==> src/rtl/fetch_queue_pkg.sv <==
// Shared types for the instruction-fetch front end: machine word, the
// canonical NOP used when decode has nothing to consume, and the queued
// {pc, inst} entry.
package fetch_queue_pkg;

   typedef logic [31:0] word_t;

   // addi x0, x0, 0
   localparam word_t NOP_INST = 32'h0000_0013;

   typedef struct packed {
      word_t pc;
      word_t inst;
   } fetch_entry_t;

   // Fetch addresses are always word aligned; low bits of a target are dropped.
   function automatic word_t align_word(input word_t addr);
      return {addr[31:2], 2'b00};
   endfunction

endpackage

==> src/rtl/fetch_queue_if.sv <==
// Bus bundle between the fetch queue, the instruction RAM port, the
// redirect/halt sources and the decode stage. The master modport is the
// fetch queue itself; the slave modport is its environment.
interface fetch_queue_if;
   import fetch_queue_pkg::*;

   // instruction RAM side
   logic  iren;
   word_t iaddr;
   word_t iload;
   logic  iwait;

   // control from execute / pipeline control
   logic  redirect;
   word_t redirect_pc;
   logic  halt;

   // decode side
   logic  out_valid;
   word_t out_pc;
   word_t out_inst;
   logic  out_ready;

   modport master (
      output iren, iaddr, out_valid, out_pc, out_inst,
      input  iload, iwait, redirect, redirect_pc, halt, out_ready
   );

   modport slave (
      input  iren, iaddr, out_valid, out_pc, out_inst,
      output iload, iwait, redirect, redirect_pc, halt, out_ready
   );

endinterface

==> src/rtl/fetch_queue_fifo.sv <==
// DEPTH-entry circular buffer of fetch entries. Pointers and count are reset
// asynchronously; the storage array is not reset since nothing reads it
// until it has been written. Flush has priority over push and pop.
module fetch_queue_fifo
   import fetch_queue_pkg::*;
#(
   parameter  int DEPTH = 4,
   localparam int PTR_W = $clog2(DEPTH),
   localparam int CNT_W = $clog2(DEPTH + 1)
) (
   input  logic               clk,
   input  logic               nrst,
   input  logic               push,
   input  logic               pop,
   input  logic               flush,
   input  fetch_entry_t       wr_entry,
   output fetch_entry_t       rd_entry,
   output logic [CNT_W-1:0]   count,
   output logic               full,
   output logic               empty
);

   logic [PTR_W-1:0] wr_ptr_q, wr_ptr_d;
   logic [PTR_W-1:0] rd_ptr_q, rd_ptr_d;
   logic [CNT_W-1:0] count_q, count_d;
   fetch_entry_t     mem_q [DEPTH];
   fetch_entry_t     mem_d [DEPTH];

   logic do_push;
   logic do_pop;

   assign full  = (count_q == CNT_W'(DEPTH));
   assign empty = (count_q == '0);
   assign count = count_q;

   assign do_push  = push & ~full & ~flush;
   assign do_pop   = pop & ~empty & ~flush;
   assign rd_entry = mem_q[rd_ptr_q];

   // pointer and occupancy update
   always_comb begin
      wr_ptr_d = wr_ptr_q;
      rd_ptr_d = rd_ptr_q;
      count_d  = count_q;
      if (flush) begin
         wr_ptr_d = '0;
         rd_ptr_d = '0;
         count_d  = '0;
      end else begin
         if (do_push) wr_ptr_d = wr_ptr_q + PTR_W'(1);
         if (do_pop)  rd_ptr_d = rd_ptr_q + PTR_W'(1);
         case ({do_push, do_pop})
            2'b10:   count_d = count_q + CNT_W'(1);
            2'b01:   count_d = count_q - CNT_W'(1);
            default: count_d = count_q;
         endcase
      end
   end

   // pointer and occupancy registers
   always_ff @(posedge clk or negedge nrst) begin
      if (!nrst) begin
         wr_ptr_q <= '0;
         rd_ptr_q <= '0;
         count_q  <= '0;
      end else begin
         wr_ptr_q <= wr_ptr_d;
         rd_ptr_q <= rd_ptr_d;
         count_q  <= count_d;
      end
   end

   // storage write port
   always_comb begin
      mem_d = mem_q;
      if (do_push) mem_d[wr_ptr_q] = wr_entry;
   end

   // storage array, intentionally without reset
   always_ff @(posedge clk) begin
      mem_q <= mem_d;
   end

endmodule

==> src/rtl/fetch_queue.sv <==
// Decoupled instruction prefetch queue for the RV32 front end. Issues
// sequential word fetches from fetch_pc, buffers up to DEPTH responses and
// hands them to decode over valid/ready. Redirect flushes and restarts;
// halt stops issue while the queue drains.
// Optional build macro FETCH_QUEUE_BYPASS_EN: a response arriving into an
// empty queue is shown to decode in the same cycle (and not stored if taken).
module fetch_queue
   import fetch_queue_pkg::*;
#(
   parameter word_t PC_INIT = 32'h0,
   parameter int    DEPTH   = 4
) (
   input logic           clk,
   input logic           nrst,
   fetch_queue_if.master bus
);

   localparam int CNT_W = $clog2(DEPTH + 1);

   word_t fetch_pc_q, fetch_pc_d;

   logic             iren;
   logic             push;
   logic             fifo_push;
   logic             fifo_pop;
   logic             fifo_full;
   logic             fifo_empty;
   logic [CNT_W-1:0] fifo_count;
   fetch_entry_t     fifo_head;
   fetch_entry_t     new_entry;

   logic  out_valid;
   word_t out_pc;
   word_t out_inst;

   // Occupancy is read through full/empty; the raw count is not needed here.
   logic unused_fifo_count;
   assign unused_fifo_count = ^fifo_count;

   // Request issue: a full queue blocks issue even when decode pops this cycle,
   // and nothing is requested while reset is held.
   always_comb begin
      iren = nrst & ~bus.halt & ~bus.redirect & ~fifo_full;
      push = iren & ~bus.iwait;
   end

   // Next fetch PC: redirect wins, otherwise advance on each accepted response.
   always_comb begin
      fetch_pc_d = fetch_pc_q;
      if (bus.redirect)  fetch_pc_d = align_word(bus.redirect_pc);
      else if (push)     fetch_pc_d = fetch_pc_q + 32'd4;
   end

   // fetch PC register
   always_ff @(posedge clk or negedge nrst) begin
      if (!nrst) fetch_pc_q <= PC_INIT;
      else       fetch_pc_q <= fetch_pc_d;
   end

   assign new_entry = '{pc: fetch_pc_q, inst: bus.iload};

   // Decode-side output mux and queue push/pop steering.
   always_comb begin
      out_valid = ~fifo_empty;
      out_pc    = fifo_empty ? fetch_pc_q : fifo_head.pc;
      out_inst  = fifo_empty ? NOP_INST   : fifo_head.inst;
      fifo_push = push;
      fifo_pop  = bus.out_ready & ~fifo_empty;
`ifdef FETCH_QUEUE_BYPASS_EN
      if (fifo_empty && push) begin
         out_valid = 1'b1;
         out_pc    = fetch_pc_q;
         out_inst  = bus.iload;
         // taken straight from the memory port, so it never occupies a slot
         if (bus.out_ready) fifo_push = 1'b0;
      end
`endif
   end

   fetch_queue_fifo #(.DEPTH(DEPTH)) u_fifo (
      .clk      (clk),
      .nrst     (nrst),
      .push     (fifo_push),
      .pop      (fifo_pop),
      .flush    (bus.redirect),
      .wr_entry (new_entry),
      .rd_entry (fifo_head),
      .count    (fifo_count),
      .full     (fifo_full),
      .empty    (fifo_empty)
   );

   assign bus.iren      = iren;
   assign bus.iaddr     = fetch_pc_q;
   assign bus.out_valid = out_valid;
   assign bus.out_pc    = out_pc;
   assign bus.out_inst  = out_inst;

endmodule

==> src/flat_wrapper.sv <==
// flat-port wrapper written by rule: the top's interface ports become plain ports
module fetch_queue_flat import fetch_queue_pkg::*;
#(
   parameter word_t PC_INIT = 32'h0,
   parameter int    DEPTH   = 4
)
  (clk, nrst, bus_iren, bus_iaddr, bus_out_valid, bus_out_pc, bus_out_inst, bus_iload, bus_iwait, bus_redirect, bus_redirect_pc, bus_halt, bus_out_ready);
  fetch_queue_if bus_i ();
  input logic clk;
  input logic nrst;
  output wire logic [$bits(bus_i.iren)-1:0] bus_iren;
  output wire logic [$bits(bus_i.iaddr)-1:0] bus_iaddr;
  output wire logic [$bits(bus_i.out_valid)-1:0] bus_out_valid;
  output wire logic [$bits(bus_i.out_pc)-1:0] bus_out_pc;
  output wire logic [$bits(bus_i.out_inst)-1:0] bus_out_inst;
  input wire logic [$bits(bus_i.iload)-1:0] bus_iload;
  input wire logic [$bits(bus_i.iwait)-1:0] bus_iwait;
  input wire logic [$bits(bus_i.redirect)-1:0] bus_redirect;
  input wire logic [$bits(bus_i.redirect_pc)-1:0] bus_redirect_pc;
  input wire logic [$bits(bus_i.halt)-1:0] bus_halt;
  input wire logic [$bits(bus_i.out_ready)-1:0] bus_out_ready;
  assign bus_iren = bus_i.iren;
  assign bus_iaddr = bus_i.iaddr;
  assign bus_out_valid = bus_i.out_valid;
  assign bus_out_pc = bus_i.out_pc;
  assign bus_out_inst = bus_i.out_inst;
  assign bus_i.iload = bus_iload;
  assign bus_i.iwait = bus_iwait;
  assign bus_i.redirect = bus_redirect;
  assign bus_i.redirect_pc = bus_redirect_pc;
  assign bus_i.halt = bus_halt;
  assign bus_i.out_ready = bus_out_ready;
  fetch_queue #(.PC_INIT(PC_INIT), .DEPTH(DEPTH)) u_core (.clk(clk), .nrst(nrst), .bus(bus_i));
endmodule
==> config.mk <==
export PLATFORM = sky130hd
export DESIGN_NAME = fetch_queue_flat
export DESIGN_NICKNAME = d
export VERILOG_FILES = /design/src/rtl/fetch_queue_pkg.sv /design/src/rtl/fetch_queue_if.sv /design/src/rtl/fetch_queue_fifo.sv /design/src/rtl/fetch_queue.sv /design/src/flat_wrapper.sv
export SDC_FILE = /design/constraint.sdc
export NUM_CORES = 1
export LEC_CHECK = 0
export BUFFER_PORTS_ARGS = -buffer_cell sky130_fd_sc_hd__buf_2
export CAP_MARGIN = 10
export CORE_MARGIN = 2
export CORE_UTILIZATION = 25
export CTS_BUF_LIST = sky130_fd_sc_hd__clkbuf_8
export CTS_CLUSTER_DIAMETER = 120
export DETAILED_ROUTE_END_ITERATION = 8
export GPL_TIMING_DRIVEN = 0
export HOLD_SLACK_MARGIN = 0.03
export SKIP_LAST_GASP = 1
export SYNTH_ARGS = -nofsm -noshare
export SYNTH_HDL_FRONTEND = slang
export SYNTH_SLANG_ARGS = --single-unit
==> constraint.sdc <==
create_clock -name clk -period 3 [get_ports clk]
set_input_delay 0.45 -clock clk [delete_from_list [all_inputs] [get_ports clk]]
set_output_delay 0.45 -clock clk [all_outputs]
set_load 0.01 [all_outputs]
==> metrics.md <==
| Metric | Value |
|---|---|
| Max clock buf depth | `3` |
| Largest net degree at the start of global routing | `50` |
| Post-Synthesis Cell Area | `11,800 um^2` |
| Sw Share | `33.4%` |
| Met3 global-route usage | `3.21%` |
| Status | `finished clean` |
| Final HPWL from detailed placement | `21,200 um` |
| Sequential share of power | `41.0%` |
| Required @ worst endpoint | `2.55 ns` |
| #FFs+latches synth | `285` |
| TritonRoute pass-1 iters | `4` |
| Synth warn | `0` |
| DR vias | `7,214` |
| GR Util met1 | `18.2%` |
| NetSw | `3.79 mW` |
| Ports | `168` |
| DIE WIDTH | `221 um` |
| Num CTS Buffers | `49` |
| PortBufs | `160` |
| Internal | `7.57 mW` |
| Worst-case reg-to-reg path depth | `10` |
| First-pass GRT wire length | `48,100 um` |
| Final standard cell utilization of the core | `31.1%` |
| Max_slew headroom | `48.9%` |
| Critical path, cell by cell | `clkbuf_1 -> mux4_2 -> and2_1 -> buf_2` |
| Cell taking the most area after synthesis | `edfxtp_1` |
| Core area | `46,600 um^2` |
| Multi-input logic area | `3210 um^2` |
| Endpoints failing hold | `0` |
| Gr ovfl total | `0` |
| CTS tree | `built` |
| EDFF count, synth | `248` |
| Fin crit period | `2.83 ns` |
| CTS sink cnt | `285` |
| RSZ-0062 raised after global routing | `false` |
| Hold path cells | `3` |
| Top post-synthesis cells by count | `248 x edfxtp_1, 119 x nand2_1, 62 x mux4_2` |
| Residual DRC | `0` |
| Avg Inst Size Synth | `16.5 um^2` |
| Sequential area share after synthesis | `71.0%` |
| Reg area | `8380 um^2` |
| Startpoint Class | `flip-flop` |
| Initial DRC Count | `585` |
| Clock network power share | `29.8%` |
| Max Cap Violations | `0` |
| Post-synth cell types | `51` |
| Nets | `1,010` |
| Num rows | `79` |
| Initial Utilization | `25.3%` |
| Top cell type's share of synthesized area | `63.2%` |
| Worst vdd ir | `0.407 mV` |
| Synth Flop Type | `edfxtp_1` |
| Setup slack, reg-to-reg | `0.22 ns` |
| Setup repair bufs after CTS | `0` |
| DR WL/cell | `20.3 um` |
| CTS H-tree depth | `2` |
| Clock Skew | `0.0304 ns` |
| Max FO, Critical Path | `10` |
| CTS Root Cell | `clkbuf_8` |
| Critical path's largest stage delay | `0.56 ns` |
| Fin Setup TNS | `0 ns` |
| Layout fillers | `4,650` |
| CP Capture Type | `output pin` |
| WS Path Type | `flip-flop to output pin` |
| Final setup fails | `0` |
| Busiest grt layer | `met2` |
| Synth area leaders | `edfxtp_1 63%, mux4_2 12%, dfrtp_1 7.9%` |
| Critical path's top delay family | `buffers and inverters` |
| Final WL | `32,100 um` |
| Hold Startpoint | `bus_redirect_pc[14]` |
| Ys async rst share | `13.0%` |
| Clock-pin slew on the worst setup and hold paths | `0.06 ns` |
| Final slew viol count | `0` |
| Final hold slack | `0.0714 ns` |
| Most used standard cell by instance count after synthesis | `edfxtp_1` |
| CP Buf/Inv Count | `2` |
| Vias per cell | `4.57` |
| Final Wtd Congestion | `0.847` |
| Hold Crit Endpoint | `u_core.bus.iaddr[14]` |
| Antenna violation net count after detailed routing | `0` |
| Static Leak | `5.26 nW` |
| Cell count after synthesis | `716` |
| Height of the die | `221 um` |
| Worst R2R Start | `u_core.u_fifo.count[2]` |
| CP Data Arrival Time | `2.38 ns` |
| Power per cell area | `784 nW/um^2` |
| Overall die area | `48,900 um^2` |
| # diodes | `0` |
| Met2 usage | `20.3%` |
| Worst min path class | `input port to flip-flop` |
| Tot GR Track Use | `13.0%` |
| Worst Max-Slew Pin Slew | `0.763 ns` |
| Layout cells sized above 1 | `34.3%` |
| Initial antenna violation count | `2` |
| Crit share post-route | `94.5%` |
| Comb pwr share | `29.2%` |
| Worst-skew pair later-pin latency | `0.59 ns` |
| Synth-to-layout area growth | `22.9%` |
| Vias in the first global route | `7,330` |
| FMAX | `0.353 GHz` |
| Worst flop-to-flop path endpoint | `u_core.u_fifo.count[2]` |
| Crit-path slowest cell | `dfrtp_2` |
## metrics by stage
step | cell area, um^2 | power, mW | setup WS, ns | std cells
finish | 14500 | 11.4 | 0.165 | 1580
global route | 14500 | 12.0 | 0.0219 | 1580
floorplan | 11800 | 6.59 | -0.0619 | 719
global placement | 13400 | 8.13 | -2.05 | 1486
CTS | 14500 | 11.6 | -0.0967 | 1580
detailed placement | 13500 | 8.16 | -1.32 | 1490
## cell type report
class / count / area share, %
buffer: 40 / 1.58
clock buffer: 51 / 4.84
multi-input combinational: 383 / 22.1
sequential: 285 / 57.8
inverter: 8 / 0.207
tap: 607 / 5.24
timing repair buffer: 167 / 6.60
clock inverter: 39 / 1.61
## cell usage in the layout, fill, tap and decap left out, types with 3 or more instances in the layout
cell      instances
nand4_1           8
or2_2             4
ha_1              5
a221o_1           3
mux4_2           62
clkbuf_2          8
o311ai_1          3
a21o_1            3
buf_4             7
and2_4            4
o21ai_0          20
nor2_1           16
clkinv_2          8
dfrtp_1          35
mux2i_1           4
clkbuf_1         14
inv_1            25
nand3_1          24
nand2_1         119
edfxtp_1        248
xor2_1            6
clkinv_1          7
clkbuf_4          4
buf_6             4
conb_1            4
and3_1            7
nor3_1            6
buf_2           163
clkbuf_8         51
o311ai_0          6
or4_1             5
and2_1           33
a21oi_1           5
buf_16            4
o211ai_1          8
xnor2_1           4
## cells by family after synthesis
kind of cell | share of synthesized area (%)
xor gates and xnor gates | 0.743
DFF | 71.0
adders and majority gates | 0.700
AOI/OAI and AO/OA | 3.59
muxes | 12.3
and+or+nand+nor | 9.66
other | 0.0318
buffers and inverters | 2.01
## flip-flops by register name (all words and copies together) (netlist names)
signal	flops
u_core.u_fifo.count	3
u_core.u_fifo.rd_ptr_q	2
u_core.u_fifo.mem_q	248
u_core.u_fifo.wr_ptr_q	2
u_core.bus.iaddr	30
## repair_timing
action / 4_1_cts / 5_1_grt
gates cloned: 0 / 0
hold endpoints to repair: 39 / 0
gates resized for setup: 23 / 7
hold buffers: 3 / 0
endpoints found under the setup margin: 313 / 39
## how the worst max path moves through the flow
stage / slack (ns) / cells after the start / from / endpoint
finish: 0.17 / 4 / u_core.u_fifo.rd_ptr_q[1] / bus_out_inst[12]
detailed placement: -1.32 / 11 / nrst / u_core.u_fifo.count[2]
global placement: -2.05 / 6 / nrst / u_core.u_fifo.mem_q[137]
CTS: -0.1 / 4 / u_core.u_fifo.rd_ptr_q[0] / bus_out_inst[12]
floorplan: -0.06 / 6 / bus_redirect / u_core.u_fifo.mem_q[0]
global route: 0.02 / 5 / u_core.u_fifo.rd_ptr_q[0] / bus_out_pc[4]
## per-layer routing
metal | vias to the layer above | share of wire (%)
met5 | - | 0
met1 | 3657 | 44
met3 | 43 | 7.5
li1 | 3223 | -
met2 | 291 | 47
met4 | 0 | 1.7
## tightest hold or removal path, cell delays in order
cell     delay, ns
buf_2         0.08
nand2_1       0.04
o21ai_0       0.06
## power by group through the flow
stage / combinational [mW] / clock, mW / sequential [mW]
floorplan: 1.94 / 0 / 4.65
global placement: 3.44 / 0 / 4.68
detailed placement: 3.47 / 0 / 4.69
CTS: 3.44 / 3.51 / 4.66
global route: 3.67 / 3.68 / 4.68
finish: 3.32 / 3.38 / 4.66
Power figures use the tool's default switching activity.
